File: src/rtl/uart_row_loader.sv
// Byte-stream command parser: turns 'L' row-load frames into frame-buffer byte
// writes, handles the 'b' brightness command, and aborts stalled frames on timeout.
module uart_row_loader #(
  parameter int          PIXEL_WIDTH     = 64,
  parameter int          PIXEL_HEIGHT    = 32,
  parameter int          BYTES_PER_PIXEL = 2,
  parameter logic [19:0] TIMEOUT_TICKS   = 20'd65535,
  localparam int         ROW_BYTES       = PIXEL_WIDTH * BYTES_PER_PIXEL,
  localparam int         ADDR_W          = $clog2(PIXEL_HEIGHT * ROW_BYTES),
  localparam int         ROW_W           = $clog2(PIXEL_HEIGHT)
) (
  input  logic              clk_in,
  input  logic              reset,
  input  logic [7:0]        rx_data,
  input  logic              rx_valid,
  output logic              wr_en,
  output logic [ADDR_W-1:0] wr_addr,
  output logic [7:0]        wr_data,
  output logic              row_done,
  output logic [ROW_W-1:0]  row_done_idx,
  output logic [7:0]        brightness,
  output logic              err,
  output logic              busy
);
  localparam int CNT_W = $clog2(ROW_BYTES + 1);
  localparam logic [CNT_W-1:0] CNT_LAST = CNT_W'(ROW_BYTES - 1);
  localparam logic [7:0] CMD_ROW    = 8'h4C;
  localparam logic [7:0] CMD_BRIGHT = 8'h62;

  typedef enum logic [2:0] {IDLE, ROW_IDX, DATA, DISCARD, BRIGHT} state_t;

  state_t            state_q;
  logic [CNT_W-1:0]  cnt_q;
  logic [ROW_W-1:0]  row_q;
  logic [19:0]       tmo_q;
  logic              wr_en_q, row_done_q, err_q, busy_q;
  logic [ADDR_W-1:0] wr_addr_q;
  logic [7:0]        wr_data_q, bright_q;
  logic [ROW_W-1:0]  done_idx_q;
  logic [ADDR_W-1:0] addr_d;

  // Full-width address arithmetic so the last row's top byte never wraps.
  assign addr_d = ADDR_W'(row_q) * ADDR_W'(ROW_BYTES) + ADDR_W'(cnt_q);

  always_ff @(posedge clk_in or posedge reset) begin
    if (reset) begin
      state_q    <= IDLE;
      cnt_q      <= '0;
      row_q      <= '0;
      tmo_q      <= '0;
      wr_en_q    <= 1'b0;
      row_done_q <= 1'b0;
      err_q      <= 1'b0;
      busy_q     <= 1'b0;
      wr_addr_q  <= '0;
      wr_data_q  <= '0;
      done_idx_q <= '0;
      bright_q   <= 8'hFF;
    end else begin
      wr_en_q    <= 1'b0;
      row_done_q <= 1'b0;
      err_q      <= 1'b0;
      if (state_q == IDLE || rx_valid) tmo_q <= '0;
      else                             tmo_q <= tmo_q + 20'd1;

      if (rx_valid) begin
        case (state_q)
          IDLE: begin
            if (rx_data == CMD_ROW) begin
              state_q <= ROW_IDX;
              busy_q  <= 1'b1;
            end else if (rx_data == CMD_BRIGHT) begin
              state_q <= BRIGHT;
              busy_q  <= 1'b1;
            end else begin
              err_q   <= 1'b1;
            end
          end
          ROW_IDX: begin
            cnt_q <= '0;
            if (int'(rx_data) < PIXEL_HEIGHT) begin
              row_q   <= rx_data[ROW_W-1:0];
              state_q <= DATA;
            end else begin
              err_q   <= 1'b1;
              state_q <= DISCARD;
            end
          end
          DATA: begin
            wr_en_q   <= 1'b1;
            wr_addr_q <= addr_d;
            wr_data_q <= rx_data;
            cnt_q     <= cnt_q + 1'b1;
            if (cnt_q == CNT_LAST) begin
              row_done_q <= 1'b1;
              done_idx_q <= row_q;
              state_q    <= IDLE;
              busy_q     <= 1'b0;
            end
          end
          DISCARD: begin
            cnt_q <= cnt_q + 1'b1;
            if (cnt_q == CNT_LAST) begin
              state_q <= IDLE;
              busy_q  <= 1'b0;
            end
          end
          BRIGHT: begin
            bright_q <= rx_data;
            state_q  <= IDLE;
            busy_q   <= 1'b0;
          end
          default: begin
            state_q <= IDLE;
            busy_q  <= 1'b0;
          end
        endcase
      end else if (state_q != IDLE && tmo_q == TIMEOUT_TICKS - 20'd1) begin
        // Stalled frame: bytes already written are left in place.
        err_q   <= 1'b1;
        state_q <= IDLE;
        busy_q  <= 1'b0;
        tmo_q   <= '0;
      end
    end
  end

  assign wr_en        = wr_en_q;
  assign wr_addr      = wr_addr_q;
  assign wr_data      = wr_data_q;
  assign row_done     = row_done_q;
  assign row_done_idx = done_idx_q;
  assign brightness   = bright_q;
  assign err          = err_q;
  assign busy         = busy_q;
endmodule

File: config.mk
export PLATFORM = sky130hd
export DESIGN_NAME = uart_row_loader
export DESIGN_NICKNAME = d
export VERILOG_FILES = /design/src/rtl/uart_row_loader.sv
export SDC_FILE = /design/constraint.sdc
export NUM_CORES = 1
export LEC_CHECK = 0
export ABC_AREA = 1
export BUFFER_PORTS_ARGS = -buffer_cell sky130_fd_sc_hd__buf_2
export CAP_MARGIN = 10
export CORE_MARGIN = 2
export CORE_UTILIZATION = 55
export CTS_CLUSTER_DIAMETER = 50
export DETAILED_ROUTE_END_ITERATION = 12
export PLACE_DENSITY = 0.77
export SLEW_MARGIN = 10
export SYNTH_ARGS = -nofsm -noshare
export SYNTH_HDL_FRONTEND = slang
export SYNTH_SLANG_ARGS = --single-unit
File: constraint.sdc
create_clock -name clk_in -period 2.57 [get_ports clk_in]
set_input_delay 0.1285 -clock clk_in [delete_from_list [all_inputs] [get_ports clk_in]]
set_output_delay 0.1285 -clock clk_in [all_outputs]
set_load 0.01 [all_outputs]
Yosys cells after proc, flatten, opt, wreduce, memory -nomap -nowiden
Cells that the tools add are included.
{"block": "totals", "ff_bits": 73, "inputBits": 11, "out_inout_bits": 37}
{"block": "op_classes", "add_sub_neg": 3, "n_lt_le_gt_ge": 1, "eq_ne": 11, "mux": 28, "reduce_logical": 14}
{"cell": "two-way mux 20 bit", "count": 3}
{"cell": "equality test 8 x 7 -> 1 bit, second input constant", "count": 3}
{"cell": "adder 20 x 1 -> 20 bit, second input constant", "count": 1}
{"cell": "equality test 20 x 16 -> 1 bit, second input constant", "count": 1}
{"cell": "two-way mux 1 bit", "count": 16}
{"cell": "case mux 8 bit (2 select lines)", "count": 1}
{"cell": "two-way mux 3 bit", "count": 5}
{"cell": "adder 12 x 8 -> 12 bit", "count": 1}
{"cell": "case mux 3 bit (3 select lines)", "count": 1}
{"cell": "AND reduction 3 bit", "count": 3}
{"cell": "adder 8 x 1 -> 8 bit, second input constant", "count": 1}
{"cell": "< comparator 8 x 6 -> 1 bit, second input constant", "count": 1}
{"cell": "equality test 3 x 2 -> 1 bit, second input constant", "count": 2}
{"cell": "AND reduction 2 bit", "count": 3}
{"cell": "!= test 4 x 2 -> 1 bit, second input constant", "count": 1}
{"cell": "AND reduction 4 bit", "count": 1}
{"cell": "nonzero test 2 bit", "count": 2}
{"cell": "equality test 3 x 1 -> 1 bit, second input constant", "count": 1}
{"cell": "equality test 3 bit, second input constant", "count": 1}
{"cell": "zero test 3 bit", "count": 1}
{"cell": "!= test 3 x 2 -> 1 bit, second input constant", "count": 1}
{"cell": "case mux 1 bit (3 select lines)", "count": 1}
{"cell": "nonzero test 3 bit", "count": 1}
{"cell": "!= test 2 bit, second input constant", "count": 1}
{"cell": "4 further kinds", "count": 4}

Logic depth before layout (Yosys ltp)
{"block": "logic_depth", "ltp_word": 5, "depth_mapped": 11}

Least setup slack after synthesis
OpenSTA, ideal clock, no wires.
{"block": "synth_timing", "path_kind": "flip-flop to flip-flop", "start": "register tmo_q[0]", "end": "register tmo_q[12]", "setup_time_ns": 0.121, "arrival_time_ns": 1.284, "required_time_ns": 2.449, "setup_slack_ns": 1.165, "path_stages_with_launch": 7, "path_buffers": 0, "period_less_slack_ns": 1.405, "path_cell_list": "dfrtp_1 ha_1 nand3_1 nor2_1 nand4_1 o211ai_1 nor2_1"}
{"block": "synth_between", "elab_chain_len": 4, "elab_cells_between_ends": 6, "classes_between": "add/sub: 1; eq/ne: 1; mux: 3; reduce/logical: 1"}
{"element": "start, declared", "line_no": "35", "text": "logic [19:0] tmo_q;"}
{"element": "start signal, assigned", "line_no": "64", "text": "else tmo_q <= tmo_q + 20'd1;"}
{"element": "adder 20 x 1 -> 20 bit or equality test 20 x 16 -> 1 bit (tied branches)", "line_no": "64, 118"}
{"element": "two-way mux 20 bit or logical AND 1 bit (tied branches)", "line_no": "63, 118"}
{"element": "two-way mux 20 bit", "line_no": "118", "text": "end else if (state_q != IDLE && tmo_q == TIMEOUT_TICKS - 20'd1) begin"}
{"element": "two-way mux 20 bit *", "line_no": "66", "text": "if (rx_valid) begin"}
Every way passes the cells marked *; elsewhere a longest branch is shown, timed or not.
A chain may end at the register's enable or synchronous reset.

Final worst setup path
{"block": "layout_timing", "start": "register cnt_q[0]", "end": "register done_idx_q[4] (netlist: row_done_idx[4])"}
{"block": "layout_between", "elab_chain_len": 2}
{"element": "start, declared", "line_no": "33", "text": "logic [CNT_W-1:0] cnt_q;"}
{"element": "start signal, assigned", "line_no": "93", "text": "cnt_q <= cnt_q + 1'b1;"}
{"element": "start signal, assigned", "line_no": "102", "text": "cnt_q <= cnt_q + 1'b1;"}
{"element": "equality test 8 x 7 -> 1 bit", "line_no": "94", "text": "if (cnt_q == CNT_LAST) begin"}
{"element": "AND reduction 3 bit (no source line)"}
{"element": "end signal, assigned", "line_no": "96", "text": "done_idx_q <= row_q;"}
{"element": "end, declared", "line_no": "39", "text": "logic [ROW_W-1:0] done_idx_q;"}
No other way between the ends.

==> summary.md <==
| Metric | Value |
|---|---|
| Relative slew margins | 53.0% |
| CP Data Arrival Time | just under 2 ns |
| Initial Util | 56.1% |
| Final setup viols | 0 |
| CP Max Fanout | 11 |
| Mapped Nets | 414 |
| Dpl cells | 516 |
| I/O pin total | between 40 and 50 |
| Clock root buffer | clkbuf_8 |
| Mean post-synth cell area | 8.84 um2 |
| Final Critical Period | 1.78 ns |
| Clk pwr share | a little under a quarter |
| # Max-Cap Violations | 0 |
| Via-per-instance ratio | 5.05 |
| Hold Violations, Final | 0 |
| Initial antenna violation count | 0 |
| Longest Clk Path Bufs | 2 |
| Cell Area, Synth | 0.00352 mm2 |
| Core ar. | ~0.0063 mm2 |
| Number of global-route vias before repair | roughly 2600 |
| WP data required | 2.79 ns |
| CP max stage delay | 0.42 ns |
| CTS Hold Buffers Added | 1 |
| Worst-margin pin slew | approximately 0.7 ns |
| Gr usage total | 21.5% |
| Vias | 2692 |
| Gate Count Post-Synth | 398 |
| Worst-path clk slew | 0.08 ns |
| Remaining antenna violation count after routing | 0 |
| Gate power share | 31.0% |
| Drt wl/cell | 13.3 um |
| Global route overflow | 0 |
| Filler instances | 539 |
| Post-CTS setup repair buffer count | 0 |
| Sequential fraction of design power | 45.5% |
| CP cell instances | ha_1, nand3_1, nor3_1, nand3_1, nand2_1, o21ai_2 |
| Worst setup EP type | flip-flop |
| Finished Layout Cells | 533 |
| Drt drc | 0 |
| Router iterations before antenna repair | 4 |
| Leak pwr | ~0.0019 uW |
| Clk_lat worst skew | 0.35 ns |
| H-tree Lvls | 3 |
| Most frequent CP cell | nand3_1 |
| N_diodes | 0 |
| Area occupied by multi-input gates | 0.00142 mm2 |
| CTS tree | yes |
| Sum Neg Setup Slack | 0 ns |
| IO Port Bufs | 47 |
| Run status | finished clean |
| Critical-path top delay cell | nand3_1 |
| FF+latch area | approximately 0.0018 mm2 |
| RSZ-0062 raised after global routing | no |
| Max frequency | 563 MHz |
| #FFs+latches synth | 73 |
| Sw Share | 36.4% |
| Internal power | 2430 uW |
| YS warnings | 0 |
| Post-CTS resize count | 0 |
| Dpl hpwl | 5.23 mm |
| Pwr dens | about 950 mW/mm2 |
| Final clock skew | 0.00950 ns |
| Die Y-Extent | between 80 and 90 um |
| Final Max Slew Viols | 0 |
| Die ar. | 0.00706 mm2 |
| WL final | 7.09 mm |
| Max IR drop VDD | 571 uV |
| # rows | 29 |
| Nets@finish | approximately 470 |
| First-pass GRT wire length | about 12 mm |
| Crit start category | flip-flop |
| Netlist cell types | 33 |
| Layout area overhead | 14.0% |
| Total CTS buffers | 9 |
| Die Width | 84.0 um |
| Layout cells sized above 1 | 25.4% |
| Final Cycle Share | 69.1% |
| GP Congestion | 0.900 |
| Sequential share of the synthesized area | 52.2% |
| Hold WC Path Type | in -> reg |
| Largest net degree at the start of global routing | 42 |
| Sink Count | 73 |
| Starting DRT DRC Count | 179 |
| P_sw | 1390 uW |
| Setup CP Type | reg -> reg |
## worst max-delay path: cells and delay by family (launching register included)
family / cells / cell delay, ns
AOI/OAI and AO/OA: 1 / 0.07
adders and majority gates: 1 / 0.19
DFF: 1 / 0.38
and+or+nand+nor: 4 / 1.01
## per-stage QoR
step | hold WS, ns | instance area [um2] | worst slack (ns) | total power (uW) | util, %
after floorplan | 0.236 | 3520 | 0.601 | 2580 | -
after global placement | 0.286 | 3800 | 0.863 | 2900 | 60.6
after detailed placement | 0.288 | 3800 | 0.820 | 2950 | 60.6
after CTS | 0.0216 | 4010 | 0.799 | 3850 | 63.9
after global routing | 0.0547 | 4010 | 0.475 | 4080 | 63.9
final | 0.0280 | 4010 | 0.795 | 3820 | 63.9
## cell usage after synthesis, drive strengths merged
master  count  area share [%]
xnor2       5             1.2
o21a        1            0.21
xor2        9             2.2
o22ai       2            0.36
dfrtp      65              46
inv        53             5.7
buf         7             1.9
nand2     102              11
nor3       10             1.7
dfstp       8             6.0
nor4        1            0.18
nand4       7             1.2
nand3      22             4.0
o21ai      46             7.9
o21bai      1            0.21
o211ai      1            0.21
ha          5             1.8
nor2       46             6.6
nor3b       1            0.21
a21oi       6            0.85
## area by class of cell
cell class	instances	area share, %
Clock buffer	11	3.52
Clock inverter	5	1.37
Inverter	53	4.96
Multi-Input combinational cell	265	35.3
Sequential cell	73	45.8
Tap cell	77	2.40
Timing Repair Buffer	49	6.61
## layout by cell type, fill, tap and decap left out, types with 2 or more instances in the layout
| master | n |
|---|---|
| nor3_1 | 8 |
| o21ai_2 | 13 |
| a21oi_1 | 6 |
| xor2_1 | 9 |
| xnor2_1 | 5 |
| nor2_4 | 3 |
| o21ai_1 | 3 |
| nand4_1 | 7 |
| nand3_4 | 2 |
| ha_1 | 5 |
| nor3_2 | 2 |
| clkinv_2 | 2 |
| nand2_1 | 98 |
| nand3_1 | 19 |
| nor2_2 | 15 |
| clkbuf_8 | 10 |
| nand2_2 | 3 |
| clkinvlp_4 | 2 |
| buf_2 | 47 |
| dfrtp_1 | 65 |
| nor2_1 | 28 |
| inv_2 | 5 |
| o22ai_1 | 2 |
| dfstp_2 | 8 |
| inv_1 | 48 |
| o21ai_0 | 30 |
## kinds of logic (layout without fill, tap and decap cells)
group,after synthesis,in the layout,share of synthesized area (%)
adders and majority gates,5,5,1.78
buffers and inverters,60,118,7.54
AOI/OAI and AO/OA,57,57,9.78
xor gates and xnor gates,14,14,3.48
DFF,73,73,52.2
and+or+nand+nor,189,189,25.2
## per-layer routing
| layer | GRT usage, % | vias to the layer above | wire [um] |
|---|---|---|---|
| met5 | 0 | - | 0 |
| met4 | 7.48 | 0 | 95 |
| met3 | 4.85 | 6 | 412 |
| met2 | 32.3 | 71 | 3110 |
| met1 | 30.8 | 1241 | 3480 |
| li1 | - | 1374 | - |
## flip-flops by register name, summed over array words and instances (netlist names)
register / count
brightness: 8
busy: 1
cnt_q: 8
err: 1
row_done: 1
row_done_idx: 5
row_q: 5
state_q: 3
tmo_q: 20
wr_addr: 12
wr_data: 8
wr_en: 1
## power by group through the flow
stage	combinational, uW	sequential [uW]	clock (uW)
5_1_grt	1340	1780	960
6_report	1180	1740	897
2_1_floorplan	733	1840	0
3_3_place_gp	1160	1740	0
3_5_place_dp	1190	1760	0
4_1_cts	1200	1740	915
## path summary, 6_finish.rpt
kind | startpoint | endpoint | slack, ns | cells past startpoint
setup / recovery | cnt_q[0] | row_done_idx[4] | 0.79 | 6
hold / removal | rx_data[0] | row_q[0] | 0.03 | 3
setup reg to reg | cnt_q[0] | row_done_idx[4] | 0.79 | 6
hold reg to reg | wr_addr[7] | wr_addr[7] | 0.47 | 2
max in group asynchronous | reset | brightness[2] | 1.41 | 4
min in group asynchronous | reset | cnt_q[7] | 0.44 | 3
Note: power is estimated with default switching activity, not from simulation.
